$ cat src/rtl/majority_scan_pkg.sv
// Shared types and width helpers for the majority_scan voter.
// The optional MAJORITY_SCAN_THRESH_EN build adds a runtime threshold port.
package majority_scan_pkg;

   typedef enum logic [1:0] {
      IDLE = 2'd0,
      SCAN = 2'd1,
      DONE = 2'd2
   } state_t;

   // Width needed to hold a population count of 0..width.
   function automatic int cnt_w(input int width);
      return $clog2(width + 1);
   endfunction

   // Width needed to index width bits; never narrower than one bit.
   function automatic int idx_w(input int width);
      return (width <= 1) ? 1 : $clog2(width);
   endfunction

endpackage

$ cat src/rtl/majority_scan_if.sv
// Request/result bundle for majority_scan; thresh exists only when
// MAJORITY_SCAN_THRESH_EN is defined.
interface majority_scan_if #(
   parameter int WIDTH = 5
);
   localparam int CNT_W = majority_scan_pkg::cnt_w(WIDTH);

   logic             start;
   logic [WIDTH-1:0] in;
`ifdef MAJORITY_SCAN_THRESH_EN
   logic [CNT_W:0]   thresh;
`endif
   logic             busy;
   logic             done;
   logic             out;
   logic [CNT_W-1:0] count;

`ifdef MAJORITY_SCAN_THRESH_EN
   modport master (output start, in, thresh, input busy, done, out, count);
   modport slave  (input start, in, thresh, output busy, done, out, count);
`else
   modport master (output start, in, input busy, done, out, count);
   modport slave  (input start, in, output busy, done, out, count);
`endif

endinterface

$ cat src/rtl/bit_mux.sv
// WIDTH-to-1 bit multiplexer; a select beyond WIDTH-1 yields 0.
module bit_mux #(
   parameter int WIDTH = 5,
   parameter int IDX_W = majority_scan_pkg::idx_w(WIDTH)
) (
   input  logic [WIDTH-1:0] data_input,
   input  logic [IDX_W-1:0] select_input,
   output logic             out
);

   logic [WIDTH-1:0] hit;

   // One-hot decode ANDed with the data, so unmatched selects give 0.
   for (genvar gi = 0; gi < WIDTH; gi++) begin : g_hit
      assign hit[gi] = data_input[gi] & (select_input == IDX_W'(gi));
   end

   assign out = |hit;

endmodule

$ cat src/rtl/majority_scan.sv
// Sequential threshold voter: scans the latched vector one bit per cycle and
// stops as soon as the outcome is fixed. MAJORITY_SCAN_THRESH_EN enables thresh.
module majority_scan
   import majority_scan_pkg::*;
#(
   parameter int WIDTH = 5
) (
   input  logic           clk,
   input  logic           reset,
   majority_scan_if.slave bus
);

   localparam int CNT_W = cnt_w(WIDTH);
   localparam int IDX_W = idx_w(WIDTH);
   localparam logic [CNT_W:0] DEF_THR  = (CNT_W + 1)'(WIDTH / 2 + 1);
   localparam logic [CNT_W:0] LAST_IDX = (CNT_W + 1)'(WIDTH - 1);

   state_t           state_reg;
   logic [WIDTH-1:0] data_q;
   logic [CNT_W:0]   thr_reg;
   logic [IDX_W-1:0] idx_reg;
   logic [CNT_W-1:0] cnt_reg;
   logic             busy_reg;
   logic             done_reg;
   logic             out_reg;
   logic [CNT_W-1:0] count_reg;

   logic             b_bit;
   logic [CNT_W:0]   cnt_n;
   logic [CNT_W:0]   rem;
   logic [CNT_W:0]   thr_start;
   logic             decide_one;
   logic             decide_zero;

`ifdef MAJORITY_SCAN_THRESH_EN
   assign thr_start = bus.thresh;
`else
   assign thr_start = DEF_THR;
`endif

   bit_mux #(
      .WIDTH (WIDTH),
      .IDX_W (IDX_W)
   ) u_mux (
      .data_input   (data_q),
      .select_input (idx_reg),
      .out          (b_bit)
   );

   // All arithmetic is CNT_W+1 bits so cnt_n + rem (at most WIDTH) never wraps.
   always_comb begin
      cnt_n       = {1'b0, cnt_reg} + {{CNT_W{1'b0}}, b_bit};
      rem         = LAST_IDX - (CNT_W + 1)'(idx_reg);
      decide_one  = (cnt_n >= thr_reg);
      decide_zero = ((cnt_n + rem) < thr_reg);
   end

   always_ff @(posedge clk) begin
      if (reset) begin
         state_reg <= IDLE;
         data_q    <= '0;
         thr_reg   <= '0;
         idx_reg   <= '0;
         cnt_reg   <= '0;
         busy_reg  <= 1'b0;
         done_reg  <= 1'b0;
         out_reg   <= 1'b0;
         count_reg <= '0;
      end else begin
         // Status outputs are registered copies of the state just left.
         busy_reg <= (state_reg != IDLE);
         done_reg <= (state_reg == DONE);
         case (state_reg)
            IDLE: begin
               if (bus.start) begin
                  data_q    <= bus.in;
                  thr_reg   <= thr_start;
                  idx_reg   <= '0;
                  cnt_reg   <= '0;
                  state_reg <= SCAN;
               end
            end
            SCAN: begin
               if (decide_one || decide_zero) begin
                  out_reg   <= decide_one;
                  count_reg <= cnt_n[CNT_W-1:0];
                  state_reg <= DONE;
               end else begin
                  idx_reg <= idx_reg + IDX_W'(1);
                  cnt_reg <= cnt_n[CNT_W-1:0];
               end
            end
            DONE: begin
               state_reg <= IDLE;
            end
            default: begin
               state_reg <= IDLE;
            end
         endcase
      end
   end

   assign bus.busy  = busy_reg;
   assign bus.done  = done_reg;
   assign bus.out   = out_reg;
   assign bus.count = count_reg;

endmodule

$ cat src/flat_wrapper.sv
// flat-port wrapper written by rule: the top's interface ports become plain ports
module majority_scan_flat import majority_scan_pkg::*;
#(
   parameter int WIDTH = 5
)
  (clk, reset, bus_start, bus_in, bus_busy, bus_done, bus_out, bus_count);
  majority_scan_if #(.WIDTH(WIDTH)) bus_i ();
  input  logic clk;
  input  logic reset;
  input wire logic [$bits(bus_i.start)-1:0] bus_start;
  input wire logic [$bits(bus_i.in)-1:0] bus_in;
  output wire logic [$bits(bus_i.busy)-1:0] bus_busy;
  output wire logic [$bits(bus_i.done)-1:0] bus_done;
  output wire logic [$bits(bus_i.out)-1:0] bus_out;
  output wire logic [$bits(bus_i.count)-1:0] bus_count;
  assign bus_i.start = bus_start;
  assign bus_i.in = bus_in;
  assign bus_busy = bus_i.busy;
  assign bus_done = bus_i.done;
  assign bus_out = bus_i.out;
  assign bus_count = bus_i.count;
  majority_scan #(.WIDTH(WIDTH)) u_core (.clk(clk), .reset(reset), .bus(bus_i));
endmodule
$ cat config.mk
export PLATFORM = sky130hd
export DESIGN_NAME = majority_scan_flat
export DESIGN_NICKNAME = d
export VERILOG_FILES = /design/src/rtl/majority_scan_pkg.sv /design/src/rtl/majority_scan_if.sv /design/src/rtl/bit_mux.sv /design/src/rtl/majority_scan.sv /design/src/flat_wrapper.sv
export SDC_FILE = /design/constraint.sdc
export NUM_CORES = 1
export LEC_CHECK = 0
export BUFFER_PORTS_ARGS = -buffer_cell sky130_fd_sc_hd__buf_2
export CAP_MARGIN = 20
export CORE_ASPECT_RATIO = 1.1
export CORE_MARGIN = 5
export CORE_UTILIZATION = 45
export CTS_CLUSTER_SIZE = 20
export DETAILED_ROUTE_END_ITERATION = 7
export SLEW_MARGIN = 30
export SYNTH_ARGS = -nofsm -noshare
export SYNTH_HDL_FRONTEND = slang
export SYNTH_SLANG_ARGS = --single-unit
$ cat constraint.sdc
create_clock -name clk -period 4.96 [get_ports clk]
set_input_delay 0 -clock clk [delete_from_list [all_inputs] [get_ports clk]]
set_output_delay 0 -clock clk [all_outputs]
set_load 0.02 [all_outputs]
==> flow_summary.yaml <==
place:
  dp_hpwl_um: 1570
  dp_cells: 159
  finalWeightedCongestion: 0.714
  placed_area_um2: 1230
  place_ws_ns: 0.779
  port_buffers: 13
critical_path:
  worstSetupStartpointType: "register"
  end_kind: "register"
  cp_max_fo: 7
  path_delay_family: "adder cells"
  critPathSlowestCell: "nor3_2"
  critPathMostFrequentCell: "ha_1"
  r2r_cells: 16
  crit_buf_inv: 2
  rr_endpoint: "u_core.idx_reg[0]"
  cp_cell_sequence: "inv_1 -> ha_1 -> a22oi_1 -> nor2_1 -> a221o_1 -> ha_1 -> ha_1 -> ha_1 -> ha_1 -> inv_1 -> fa_1 -> xnor2_2 -> xnor2_1 -> a2111oi_4 -> nor3_2 -> mux2_4"
  cp.required_ns: 5.17
  crit_type: "reg2reg"
  arrival_ns: 4.37
  worst-r2r-setup-slack_ns: 0.80
  critical_path.max_stage_delay_ns: 0.51
  r2r_start: "u_core.idx_reg[0]"
finish:
  largest_reg_flops: 5
  layout-drive-gt1-share: 0.241
  finish.net_count: 161
  fillers: 255
  postLayoutCellArea_um2: 1320
  stdcell_count: 168
  area_delta_synth_final_pct: 15.7
  utilization: 0.534
  n_antenna_cell: 0
  top_register: "u_core.data_q"
clocking:
  cts.sinks: 20
  cts_made_buffers: 3
  clk_latency_ns: 0.30
  clk_pin_slew_ns: 0.11
  cts_tree: "built"
  cts_root_buf: "clkbuf_4"
  cts.repair.resized: 0
  htree_levels: 1
  cts_buffer_depth: 2
global_routing:
  grt_pass1_wl_um: 3710
  grt_max_degree: 27
  grt_use_total: 0.132
  antenna_found_initial: 0
  grt_overflow: 0
  grt_pass1_vias: 901
synth:
  synth_cells: 118
  ys_ff_latch: 20
  synthArstFlopShare: 0
  syn_avg_cell_area_um2: 9.67
  synthesis.nets: 141
  synth_edf_count: 0
  synth_top_area_frac: 0.351
  syn_area_um2: 1140
  synth.distinct_cells: 33
  synthFlopType: "dfxtp_1"
  synthTopCellsByArea: "dfxtp_1 35%, ha_1 15%, nand2_1 4.6%"
  yosys_warnings: 0
  ys_seq_area_frac: 0.351
  yosysTopAreaCell: "dfxtp_1"
pwr:
  p_leak_nw: 0.567
  ir_worst_vdd_uv: 186
  p_per_area_nw_per_um2: 241
drt:
  dr.pass1.iters: 4
  first_iter_violations: 15
  vias_per_cell: 5.18
  final_antenna_net_count: 0
  drc: 0
  wire_per_inst_um: 12.8
  wl_um: 2150
  vias: 870
floorplanning:
  ios: 14
  die_w_um: 58.0
  dieArea_um2: 3640
  start_util: 0.462
  core_um2: 2470
  fp-row-count: 19
  die_h_um: 62.8
timing:
  hold_viol: 0
  grt_setup_unrepaired: "no"
  maxSlewHeadroom: 0.438
  fmax_mhz: 240
  finalSetupViolations: 0
  final_max_slew_viol_count: 0
  setup_tns_ns: 0
  period_needed_ns: 4.16
  layout_setup_ws_ns: 0.800
  fin_crit_sh: 0.839
  tightest_slew_ns: 0.834
  fin_worst_skew_ns: 0.00633
flow_run:
  maxCapViolations: 0
worst_hold_path:
  hold_path_depth: 2
  hold_class: "in2reg"
  min_to: "u_core.bus.busy"
  hp-start: "reset"
status:
  status: "completed"
final cells by class:
type,instances,area [µm²],share of cell area
Sequential cell,20,400,0.303
Tap cell,31,38.8,0.0294
Inverter,9,33.8,0.0256
Clock buffer,4,36.3,0.0275
Multi-Input combinational cell,86,696,0.527
Timing Repair Buffer,18,115,0.0872
cells by family (layout without fill, tap and decap cells):
kind of cell | after synthesis | count (layout) | share of synthesized area
AND/OR/NAND/NOR | 43 | 43 | 0.209
AO/OA/AOI/OAI | 20 | 20 | 0.146
flip-flops | 20 | 20 | 0.351
adder cells (fa/ha/maj) | 15 | 15 | 0.171
buffers and inverters | 12 | 31 | 0.0395
multiplexers | 5 | 5 | 0.0537
XOR/XNOR | 3 | 3 | 0.0296
layer usage:
| metal | GRT usage | wire length, µm | vias up |
|---|---|---|---|
| met5 | 0 | 0 | - |
| met1 | 0.145 | 992 | 412 |
| li1 | - | - | 446 |
| met2 | 0.236 | 1080 | 8 |
| met4 | 0.0609 | 29 | 0 |
| met3 | 0.0248 | 48 | 4 |
synth_stat cells (all sizes together) (2+ instances only):
master  number
mux2i        2
nand2b       7
a21oi        9
nand2       14
xnor2        3
clkbuf       2
ha          14
o21ai        4
or4          3
o41ai        2
dfxtp       20
inv          9
mux2         3
nor2         8
nor3         2
nor2b        2
nand3b       2
metrics by stage:
stage	hold slack [ns]	power [mW]
6_report	0.107	0.319
5_1_grt	0.131	0.338
4_1_cts	0.110	0.321
3_5_place_dp	0.249	0.224
3_3_place_gp	0.241	0.223
2_1_floorplan	0.136	0.211
worst reg2reg max path: cells and delay by family, from the launching register on:
family                   cells  cell delay, ns
flip-flops                   1            0.43
buffers and inverters        2            0.15
multiplexers                 1            0.34
AO/OA/AOI/OAI                3            0.55
adder cells (fa/ha/maj)      6            1.62
AND/OR/NAND/NOR              2            0.57
XOR/XNOR                     2            0.41
report_power, final:
group | internal [mW] | leakage (nW) | switching, mW
logic | 0.0210 | 0.383 | 0.0303
clock network | 0.0448 | 0.0210 | 0.0508
registers | 0.168 | 0.163 | 0.00398
timing repair:
| action | in CTS | in global routing |
|---|---|---|
| hold buffers | 5 | 0 |
| setup buffers | 0 | 0 |
| endpoints found under the hold margin | 5 | 0 |
cells in the final DEF, fill, tap and decap left out, drive strengths merged:
cell,instances
and2,1
nand3b,2
o21ba,1
a2111oi,1
ha,14
nor3b,1
mux2i,2
nand2b,7
o21ai,4
a21bo,1
nor3,2
o41ai,2
nand2,14
a21oi,9
nand3,1
nor2,8
nor4b,1
dlygate4sd3,5
a221o,1
fa,1
or4,3
nor2b,2
inv,9
a22oi,1
mux2,3
or4b,1
clkbuf,4
xnor2,3
buf,13
dfxtp,20
worst max path at each step:
stage / to / cells after the start / start
detailed placement: u_core.idx_reg[0] / 16 / u_core.idx_reg[0]
global placement: u_core.idx_reg[0] / 16 / u_core.idx_reg[0]
CTS: u_core.idx_reg[0] / 16 / u_core.idx_reg[0]
global route: u_core.idx_reg[0] / 15 / u_core.idx_reg[0]
floorplan: u_core.idx_reg[0] / 16 / u_core.idx_reg[0]
finish: u_core.idx_reg[0] / 16 / u_core.idx_reg[0]
Power figures use the tool's default switching activity.
